$ cat src/rtl/vid_seq.sv
// vid_seq -- sequencer for the vector "vid" (element index) instruction.
//
// Accepts one vid request (sew, vl, vd), splits it into DATA_WIDTH-wide beats
// and issues one beat per unstalled cycle to the datapath. Each beat carries
// the index of its first element and its destination register. After the last
// beat has issued, the sequencer waits for every beat to come back from the
// datapath (vid_ret_valid pulses) and then pulses done.
//
// Optional feature: define VID_SEQ_SEW64_EN to accept sew=3 (64-bit elements,
// one element per beat). Without it, sew=3 is consumed and reported with err.
//
// Ports:
//   clk, rst        clock; synchronous active-high reset
//   req_valid/ready request handshake; req_ready is high only in IDLE
//   req_sew/vl/vd   element width code, element count, first dest register
//   issue_stall     register port busy; suppresses vid_valid this cycle
//   vid_valid       beat issued (combinationally gated by issue_stall)
//   vid_sew         latched sew
//   vid_start_idx   first element index of the current beat
//   vid_addr        destination register of the current beat
//   vid_ret_valid   datapath output-valid, one pulse per beat
//   busy            high in ISSUE or DRAIN
//   done            one-cycle completion pulse
//   err             one-cycle illegal-request pulse
//
// Handshake: a request transfers in any cycle where req_valid && req_ready are
// both high at the rising edge of clk; the requester holds its fields stable
// until then. vid_valid has no ready: issue_stall is the backpressure and the
// beat fields stay unchanged while it is high.
module vid_seq #(
    parameter int DATA_WIDTH = 64,
    parameter int ADDR_WIDTH = 5,
    parameter int SEW_WIDTH  = 2,
    parameter int VL_WIDTH   = 12
) (
    input  logic                  clk,
    input  logic                  rst,
    input  logic                  req_valid,
    output logic                  req_ready,
    input  logic [SEW_WIDTH-1:0]  req_sew,
    input  logic [VL_WIDTH-1:0]   req_vl,
    input  logic [ADDR_WIDTH-1:0] req_vd,
    input  logic                  issue_stall,
    output logic                  vid_valid,
    output logic [SEW_WIDTH-1:0]  vid_sew,
    output logic [VL_WIDTH-1:0]   vid_start_idx,
    output logic [ADDR_WIDTH-1:0] vid_addr,
    input  logic                  vid_ret_valid,
    output logic                  busy,
    output logic                  done,
    output logic                  err
);

    localparam int LG_BYTES = $clog2(DATA_WIDTH / 8);
    localparam int CW       = VL_WIDTH + 1;

    typedef enum logic [1:0] {IDLE = 2'd0, ISSUE = 2'd1, DRAIN = 2'd2} state_t;
    state_t state, state_nxt;

    logic [SEW_WIDTH-1:0]  sew_q;
    logic [ADDR_WIDTH-1:0] addr_q;
    logic [VL_WIDTH-1:0]   start_q;
    logic [CW-1:0]         beat_total;
    logic [CW-1:0]         issue_cnt;
    logic [CW-1:0]         ret_cnt;
    logic                  zero_done_q;
    logic                  err_q;

    // log2(elements per beat) for a sew code.
    function automatic logic [7:0] epb_shift(input logic [SEW_WIDTH-1:0] s);
        return 8'(LG_BYTES) - 8'(s);
    endfunction

    logic          sew_legal;
    logic [7:0]    req_sh;
    logic [CW-1:0] req_epb;
    logic [CW-1:0] req_beats;
    logic [VL_WIDTH-1:0] cur_epb;

`ifdef VID_SEQ_SEW64_EN
    assign sew_legal = 1'b1;
`else
    assign sew_legal = (req_sew != SEW_WIDTH'(3));
`endif

    // EPB is a power of two, so ceil(vl/EPB) is an add and a shift.
    assign req_sh    = epb_shift(req_sew);
    assign req_epb   = CW'(1) << req_sh;
    assign req_beats = ({1'b0, req_vl} + req_epb - CW'(1)) >> req_sh;
    assign cur_epb   = VL_WIDTH'(1) << epb_shift(sew_q);

    logic          accept, acc_go, acc_zero, acc_bad;
    logic          issue_fire, last_issue;
    logic          ret_en, drain_done;
    logic [CW-1:0] ret_cnt_nxt;

    assign accept     = (state == IDLE) && req_valid;
    assign acc_go     = accept && sew_legal && (req_vl != '0);
    assign acc_zero   = accept && sew_legal && (req_vl == '0);
    assign acc_bad    = accept && !sew_legal;
    assign issue_fire = (state == ISSUE) && !issue_stall;
    assign last_issue = issue_fire && (issue_cnt == beat_total - CW'(1));
    assign ret_en     = vid_ret_valid && (state != IDLE);
    // Include this cycle's return so the final pulse and done share a cycle.
    assign ret_cnt_nxt = ret_cnt + CW'(ret_en);
    assign drain_done  = (state == DRAIN) && (ret_cnt_nxt == beat_total);

    // State register.
    always_ff @(posedge clk) begin
        if (rst) state <= IDLE;
        else     state <= state_nxt;
    end

    // Next-state logic.
    always_comb begin
        state_nxt = state;
        case (state)
            IDLE:    if (acc_go)     state_nxt = ISSUE;
            ISSUE:   if (last_issue) state_nxt = DRAIN;
            DRAIN:   if (drain_done) state_nxt = IDLE;
            default: state_nxt = IDLE;
        endcase
    end

    // Output logic.
    always_comb begin
        req_ready     = (state == IDLE);
        busy          = (state != IDLE);
        vid_valid     = issue_fire;
        vid_sew       = sew_q;
        vid_start_idx = start_q;
        vid_addr      = addr_q;
        done          = (drain_done || zero_done_q) && !rst;
        err           = err_q;
    end

    // Latches and counters.
    always_ff @(posedge clk) begin
        if (rst) begin
            sew_q       <= '0;
            addr_q      <= '0;
            start_q     <= '0;
            beat_total  <= '0;
            issue_cnt   <= '0;
            ret_cnt     <= '0;
            zero_done_q <= 1'b0;
            err_q       <= 1'b0;
        end else begin
            zero_done_q <= acc_zero;
            err_q       <= acc_bad;
            if (acc_go) begin
                sew_q      <= req_sew;
                addr_q     <= req_vd;
                start_q    <= '0;
                beat_total <= req_beats;
                issue_cnt  <= '0;
                ret_cnt    <= '0;
            end else begin
                if (issue_fire) begin
                    start_q   <= start_q + cur_epb;
                    addr_q    <= addr_q + ADDR_WIDTH'(1);
                    issue_cnt <= issue_cnt + CW'(1);
                end
                if (ret_en) ret_cnt <= ret_cnt_nxt;
            end
        end
    end

endmodule

$ cat config.mk
export PLATFORM = sky130hd
export DESIGN_NAME = vid_seq
export DESIGN_NICKNAME = d
export VERILOG_FILES = /design/src/rtl/vid_seq.sv
export SDC_FILE = /design/constraint.sdc
export NUM_CORES = 1
export LEC_CHECK = 0
export ABC_AREA = 1
export CAP_MARGIN = 5
export CORE_ASPECT_RATIO = 0.7
export CORE_MARGIN = 3
export CORE_UTILIZATION = 44
export DETAILED_ROUTE_END_ITERATION = 8
export HOLD_SLACK_MARGIN = 0.05
export RECOVER_POWER = 50
export SYNTH_ARGS = -nofsm -noshare
export SYNTH_HDL_FRONTEND = slang
export SYNTH_SLANG_ARGS = --single-unit
export TNS_END_PERCENT = 30
$ cat constraint.sdc
create_clock -name clk -period 3.53 [get_ports clk]
set_input_delay 0.706 -clock clk [delete_from_list [all_inputs] [get_ports clk]]
set_output_delay 0.706 -clock clk [all_outputs]
set_load 0.01 [all_outputs]
# Word level (Yosys, flattened, before mapping)
# Cells that the tools add are included.
# op_classes
add_sub_neg	9
n_eq_ne	8
n_reduce_logical	21
shift	3
n_mux	6
# op_table
cell	n
== test 13 bit	2
subtractor 13 x 1 -> 13 bit, second input constant	2
adder 12 x 13 -> 13 bit	1
adder 13 x 1 -> 13 bit	1
adder 13 x 1 -> 13 bit, second input constant	1
<< shifter 1 x 8 -> 13 bit, first input constant	1
right shift 13 x 8 -> 13 bit	1
adder 12 bit	1
logical NOT 12 bit	1
nonzero test 12 bit	1
<< shifter 1 x 8 -> 12 bit, first input constant	1
logical AND 1 bit	10
two-way mux 5 bit	2
two-way mux 2 bit	3
inequality test 2 bit, second input constant	3
case mux 2 bit (3 select lines)	1
subtractor 2 x 2 -> 3 bit, first input constant	2
adder 5 x 1 -> 5 bit, second input constant	1
nonzero test 2 bit	2
logical NOT 1 bit	3
AND reduction 3 bit	1
== test 2 x 1 -> 1 bit, second input constant	1
== test 2 bit, second input constant	1
logical NOT 2 bit	1
3 further kinds	3
# word_totals
elab_cells	56
output_inout_bits	24
inputBits	24
register_bits	62

# Depth between registers and ports, before layout
# Gate-level depths: netlist (run 1).
# depth
word_depth	7
ltp_mapped	20
depth_no_buf	19

# Worst setup path before layout (run 1)
# OpenSTA, ideal clock, no wires.
# synth_path
path_type	input to output
start	input vid_ret_valid
end	output done
path_slack_ns	0.149
t_arrival_ns	2.675
cell_stages	17
path_buffers	1
required_ns	2.824
cell_sequence	nand2_1 > inv_1 > buf_2 > ha_1 > ha_1 > nand2_2 > nor2_4 > nand2_1 > nand2_1 > nand2_1 > nand2_1 > nand2_1 > inv_1 > nand3_2 > nor2_2 > nand4_1 > a21oi_1
# synth_via
elab_chain_len	6
# synth_lines
element	line_no	source
start: declaration	48	input logic vid_ret_valid,
logical AND 1 bit	103	assign ret_en = vid_ret_valid && (state != IDLE);
adder 13 x 1 -> 13 bit	105	assign ret_cnt_nxt = ret_cnt + CW'(ret_en);
== test 13 bit	106	assign drain_done = (state == DRAIN) && (ret_cnt_nxt == beat_total);
logical AND 1 bit	106	
logical OR 1 bit	133	done = (drain_done || zero_done_q) && !rst;
logical AND 1 bit	133	
end: declaration	50	output logic done,
# Every way passes these cells.

# Worst setup path after layout (run 1)
# layout_path
start	register state[0]
end	output done
# layout_via
elab_chain_len	7
word_cells_on_any_way	8
classes_between	add/sub: 1; eq/ne: 2; reduce/logical: 5
# layout_lines
element	line_no	source
start: declaration	58	state_t state, state_nxt;
start signal: assignment	111	else state <= state_nxt;
nonzero test 2 bit	103	
logical AND 1 bit	103	
adder 13 x 1 -> 13 bit	105	
via ret_cnt_nxt[1]	95	logic [CW-1:0] ret_cnt_nxt;
== test 13 bit	106	
logical AND 1 bit	106	
logical OR 1 bit	133	
logical AND 1 bit	133	
# The timed path passes the listed nets, and every way through them passes these cells.

==> results.md, run 1 <==
* Crit Path Category: reg2out
* Share of cells above drive strength 1 at 13.9%
* Slew at the pin closest to its max-slew limit at 429 ps
* Synth-to-layout area growth at 27.4%
* Post-Syn Area per Cell at 6.47 sq um
* Peak supply drop at 0.258 mV
* Grt ovf at 0
* Mapped Nets at 767
* Synthesized instance count at 713
* Min-delay src: vid_start_idx[0]
* Antenna Diode Count at 0
* Filler instances at 944
* Clk buf depth at 2
* Routed WL per cell at 13.6 microns
* Final cycle utilization of the critical path at 94.7%
* Slew HR at 71.4%
* Crit Path Max Fanout at 2
* Die width at 128 microns
* Number of DRC markers after the initial detailed-route iteration at 280
* CP arrival at 2640 ps
* CP Launch Type: register
* Root buf cell: clkbuf_16
* Post-synth top flop: dfxtp_1
* Final hold violation count at 0
* Pins Over Slew Limit at 0
* Asr flop ratio synth at 0%
* Area after DPL at 5380 sq um
* Sequential share of the synthesized area at 26.9%
* Die area at 11,800 sq um
* Clock transition at path regs at 60 ps
* GRT Total Usage at 22.1%
* Cell depth of the worst hold path at 2
* Vias in the first global route at 4,446
* PwrDens at 386 nW/um^2
* Rows at 30
* Max-Cap Viols at 0
* Antenna violations before repair at 0
* Reg2Reg Setup Slack at 210 ps
* Post-synth cell types at 43
* Mapped Area at 4610 sq um
* NumNets Final at 856
* Fin area at 5870 sq um
* Final core occ at 59.1%
* CTS tree: yes
* Post-layout power at 2.26 mW
* Port Buf Inserts at 47
* FMAX at 0.299 GHz
* Initial Util at 46.4%
* Hold-fix buffers at CTS at 0
* Largest area contributor in the netlist: dfxtp_1
* Core Area at 9950 sq um
* Die Ht at 91.7 microns
* DP HPWL at 9610 microns
* Area occupied by multi-input gates at 2990 sq um
* Final WL at 12,700 microns
* I/O Pins at 48
* Sequential cell area at 1240 sq um
* Total vias in the final route at 4,790
* Vias per cell at 5.13
* Fin crit period at 3340 ps
* Lkg Pwr at 2.65 nW
* RePlAce Congestion at 0.893
* Hold Path Class: reg2reg
* CTS Sinks at 62
* CP endpoint kind: output port
* CTS H-tree depth at 3
* Status: finished, final reports clean
* Hold endpoint: vid_start_idx[0]
* Setup ws final at 185 ps
* CP required at 2820 ps
* # DRC at 0
* Post-route ant nets at 0
* First-pass GRT wire length at 21,100 microns
* Yosys top cell area share at 26.9%
* Synth area leaders: dfxtp_1 (27%), nand2_1 (14%), ha_1 (7.6%), inv_1 (7.3%), nand3_1 (7.2%)
* Clock Latency Late Sink at 330 ps
* EDFF count, synth at 0
* Worst Clk Skew at 7.29 ps
* Reg2reg start: state[0]
* # setup viols final at 0
* TritonCTS Buffers at 9
* Largest net degree at the start of global routing at 24
* First-pass iteration count of the detailed router at 5
* Syn. warnings at 0
* FF-to-FF path depth at 26
* Dpl ws at -580 ps
* Seq cells post-synth at 62
* FF-to-FF End: ret_cnt[2]
* Total negative setup slack at 0 ps
layout by cell type (no fill, tap or decap), types with 3 or more instances in the layout:
cell / instances
nor2_4: 5
nand3b_1: 6
nand4_1: 12
xnor2_1: 8
inv_2: 9
clkdlybuf4s50_1: 28
nor3_1: 7
inv_1: 88
nor2_1: 72
nand2_4: 3
dfxtp_1: 62
o21ai_1: 11
buf_4: 43
nand3_2: 4
a21oi_1: 44
a31oi_1: 6
clkbuf_16: 9
xor2_1: 17
nand3_1: 66
or2_2: 3
nor2_2: 12
dlygate4sd3_1: 17
o21ai_0: 28
ha_1: 26
nand2_1: 173
nand2_2: 10
through the flow:
stage	hold slack, ps	instances
floorplan	445	713
global placement	460	903
detailed placement	461	903
CTS	501	932
global route	521	934
finish	496	934
Yosys cell counts, types with 2 or more instances:
library cell and instances:
nand2_1 177, inv_1 90, nor2_1 73, nand3_1 66
dfxtp_1 62, a21oi_1 44, ha_1 28, o21ai_0 28
xor2_1 17, nand4_1 12, nor2_2 11, o21ai_1 11
xnor2_1 9, buf_2 8, inv_2 7, nand2_2 7
nor3_1 7, a31oi_1 6, nand3b_1 6, nor2_4 5
nand3_2 4, or2_2 3, a211oi_1 2, a21o_1 2
and2_1 2, and3_1 2, buf_4 2, clkbuf_1 2
fa_1 2, nand2_4 2, nor3b_1 2, o21a_1 2
o221ai_1 2
logic make-up after synthesis:
logic type | synth area share [%]
mux | 0.217
flops | 26.9
buf+inv | 9.44
xor+xnor | 4.94
compound gates | 11.7
simple gates | 38.3
fa+ha+maj | 8.46
cell type report:
type / count / area share [%]
Clock buffer: 12 / 4.37
Sequential cell: 62 / 21.1
Timing Repair Buffer: 91 / 13.6
Clock inverter: 3 / 1.15
Tap cell: 128 / 2.73
Multi-Input combinational cell: 541 / 50.8
Inverter: 97 / 6.20
routing by layer:
layer	GRT usage, %	vias to the layer above	wire length [microns]
met4	6.45	0	176
li1	-	2487	-
met5	0	-	0
met3	5.53	17	812
met1	32.6	2156	6600
met2	31.5	130	5120
critical path, cell delays in order, from the launching register on:
cell and delay (ps):
dfxtp_1 310, nor2_2 170, inv_2 70, nand2_2 80, inv_2 50, ha_4 160
ha_4 280, xnor2_2 110, nand2_1 90, nor2_2 120, nand2_1 70, nor2_1 110
nand3_1 90, nor2_2 120, nand4_1 170, a21oi_1 160, buf_2 140
worst max path at each step:
stage               cells past startpoint  endpoint  slack [ps]          start
detailed placement                     18      done        -580  vid_ret_valid
global route                           16      done         -30       state[0]
CTS                                    17      done         130  vid_ret_valid
floorplan                              17      done         150  vid_ret_valid
finish                                 16      done         190       state[0]
global placement                       18      done        -550  vid_ret_valid
flip-flops by register name, summed over array words and instances (netlist names):
signal,count
zero_done_q,1
vid_addr,5
vid_sew,2
ret_cnt,13
state,2
issue_cnt,13
beat_total,13
vid_start_idx,12
err,1
power by group:
| part | internal [mW] | switching [mW] | leakage (nW) | total [mW] |
|---|---|---|---|---|
| registers | 0.727 | 0.0415 | 0.503 | 0.768 |
| logic | 0.215 | 0.315 | 1.99 | 0.530 |
| clock network | 0.652 | 0.314 | 0.155 | 0.967 |
| total | 1.59 | 0.670 | 2.65 | 2.26 |
what timing repair did:
item | 4_1_cts | 5_1_grt
setup endpoints to repair | 1 | 2
pin swaps | 6 | 10
setup buffers | 14 | 2
gates resized for setup | 13 | 7
(Power assumes the default switching activity.)
==> inputs of run 2 (changes only) <==
- CORE_UTILIZATION: 44 -> 35
==> run 2 against run 1 <==
Effect of this change: fmax grew 0.65%; first-iteration DRC count up 31%; largest cell class unchanged; worst hold slack got worse by 13 ps; clock power is 17% lower.
==> results.md, run 2 (synthesis results as in run 1) <==
* TritonCTS Buffers at 9
* Slew HR at 52.7%
* CTS tree: yes
* Pins Over Slew Limit at 0
* Fin crit period at 3320 ps
* Crit Path Category: reg2out
* GRT Total Usage at 18.3%
* CTS H-tree depth at 3
* Switching power at 693 uW
* Most common library cell in the layout ignoring fill and taps: nand2_1
* CP arrival at 2620 ps
* CP endpoint kind: output port
* Final hold violation count at 0
* Clk buf depth at 2
* Grt ovf at 0
* Min-delay src: vid_start_idx[0]
* Hold Path Class: reg2reg
* Final cycle utilization of the critical path at 94.1%
* Share of cells above drive strength 1 at 12.5%
* Clock transition at path regs at 60 ps
* Combinational share of power at 25.9%
* I/O Pins at 48
* CP required at 2820 ps
* Crit Path Max Fanout at 5
* # setup viols final at 0
* Rows at 34
* Core Area at 12,600 sq um
* Hold-fix buffers at CTS at 0
* Reg2reg start: state[1]
* Initial Util at 36.5%
* Max-Cap Viols at 0
* Vias in the first global route at 4,592
* Crit. Startpoint: state[1]
* NumNets Final at 848
* CP Launch Type: register
* Clock Latency Late Sink at 330 ps
* WHS at 484 ps
* CTS Sinks at 62
* Number of DRC markers after the initial detailed-route iteration at 367
* Peak supply drop at 0.250 mV
* Total vias in the final route at 4,813
* First-pass iteration count of the detailed router at 5
* Synth-to-layout area growth at 25.5%
* DP HPWL at 10,100 microns
* Post-route ant nets at 0
* Seq pwr share at 36.3%
* RSZ-0062 raised after global routing: no
* Most frequent cells in the layout: nand2_1 (176), inv_1 (89), nor2_1 (73)
* Worst Clk Skew at 7.69 ps
* Lkg Pwr at 2.62 nW
* Final WL at 12,900 microns
* FMAX at 0.301 GHz
* # DRC at 0
* Status: finished, final reports clean
* Antenna violations before repair at 0
* Port Buf Inserts at 47
* Die area at 14,600 sq um
* Total negative setup slack at 0 ps
* Leading registers by flop count: beat_total x13, issue_cnt x13, ret_cnt x13
* Die Ht at 102 microns
* Sw Share at 32.8%
* Internal at 1.42 mW
* Root buf cell: clkbuf_16
* Slew at the pin closest to its max-slew limit at 708 ps
* Clk pwr share at 37.8%
* PwrDens at 366 nW/um^2
* Die width at 143 microns
* Routed WL per cell at 13.4 microns
* Vias per cell at 5.01
* Antenna Diode Count at 0
* Largest net degree at the start of global routing at 24
* RePlAce Congestion at 0.905
* Final core occ at 45.8%
* First-pass GRT wire length at 21,600 microns
==> run 2: cell types whose count changed in the layout (fill, tap and decap cells not counted), sizes merged <==
cell,before,now
buf,45,36
bufinv,2,0
clkbuf,12,11
clkdlybuf4s15,1,0
clkdlybuf4s50,28,23
clkinv,0,4
clkinvlp,1,2
dlygate4sd3,17,22
dlymetal6s2s,0,1
==> run 2: final timing paths <==
kind	end	slack [ps]	cells past startpoint
setup reg to reg	state[1]	1100	19
setup / recovery	done	210	17
hold / removal	vid_start_idx[0]	480	2
hold reg to reg	vid_start_idx[0]	480	2
==> run 2: critical path, stage by stage, from the launching register on <==
cell	delay, ps
dfxtp_1	330
nor2_4	180
inv_1	80
nand2_2	80
inv_2	50
ha_4	160
ha_4	180
buf_4	140
nand4_1	120
nand2_1	70
nand2_1	60
nand3_1	70
nor2_1	110
nand3_1	90
nor2_2	130
nand4_1	110
a21oi_2	170
buf_2	150
==> run 2: area by class of cell <==
type,count,area (sq um)
tap,162,203
inverter,97,364
sequential,62,1240
multi-input combinational,541,2980
timing repair buffer,83,736
clock buffer,10,229
fill,1298,6850
clock inverter,6,38.8
==> run 2: timing repair <==
action                                  CTS  global route
resized for setup                        11             6
endpoints found under the setup margin    1             1
pin swaps                                 3            10
setup buffers                             1             4
==> run 2: per-stage QoR <==
step                area (sq um)  setup slack, ps  instances  power (mW)
floorplan                   4610              149        713        1.13
global placement            5450             -529        940        1.30
detailed placement          5450             -588        940        1.31
CTS                         5750             4.16        957        2.12
global route                5790             14.3        961        2.24
finish                      5790              207        961        2.12
==> run 2: per-layer routing <==
| layer | track usage, % | vias to the layer above | part of all wire [%] |
|---|---|---|---|
| li1 | - | 2474 | - |
| met1 | 26.6 | 2218 | 53 |
| met2 | 27.7 | 113 | 41 |
| met3 | 4.44 | 8 | 5.5 |
| met4 | 3.73 | 0 | 0.51 |
| met5 | 0 | - | 0 |
==> run 2: power by group through the flow <==
stage	Sequential [mW]	Combinational (mW)	Clock, mW
2_1_floorplan	0.770	0.365	0
3_3_place_gp	0.782	0.517	0
3_5_place_dp	0.782	0.528	0
4_1_cts	0.767	0.535	0.818
5_1_grt	0.772	0.619	0.848
6_report	0.769	0.548	0.800
==> inputs of run 3 (changes only) <==
- CTS_CLUSTER_DIAMETER: default -> 80
==> results of run 3 <==
No change in the layout: final DEF, timing and power equal those of run 2.
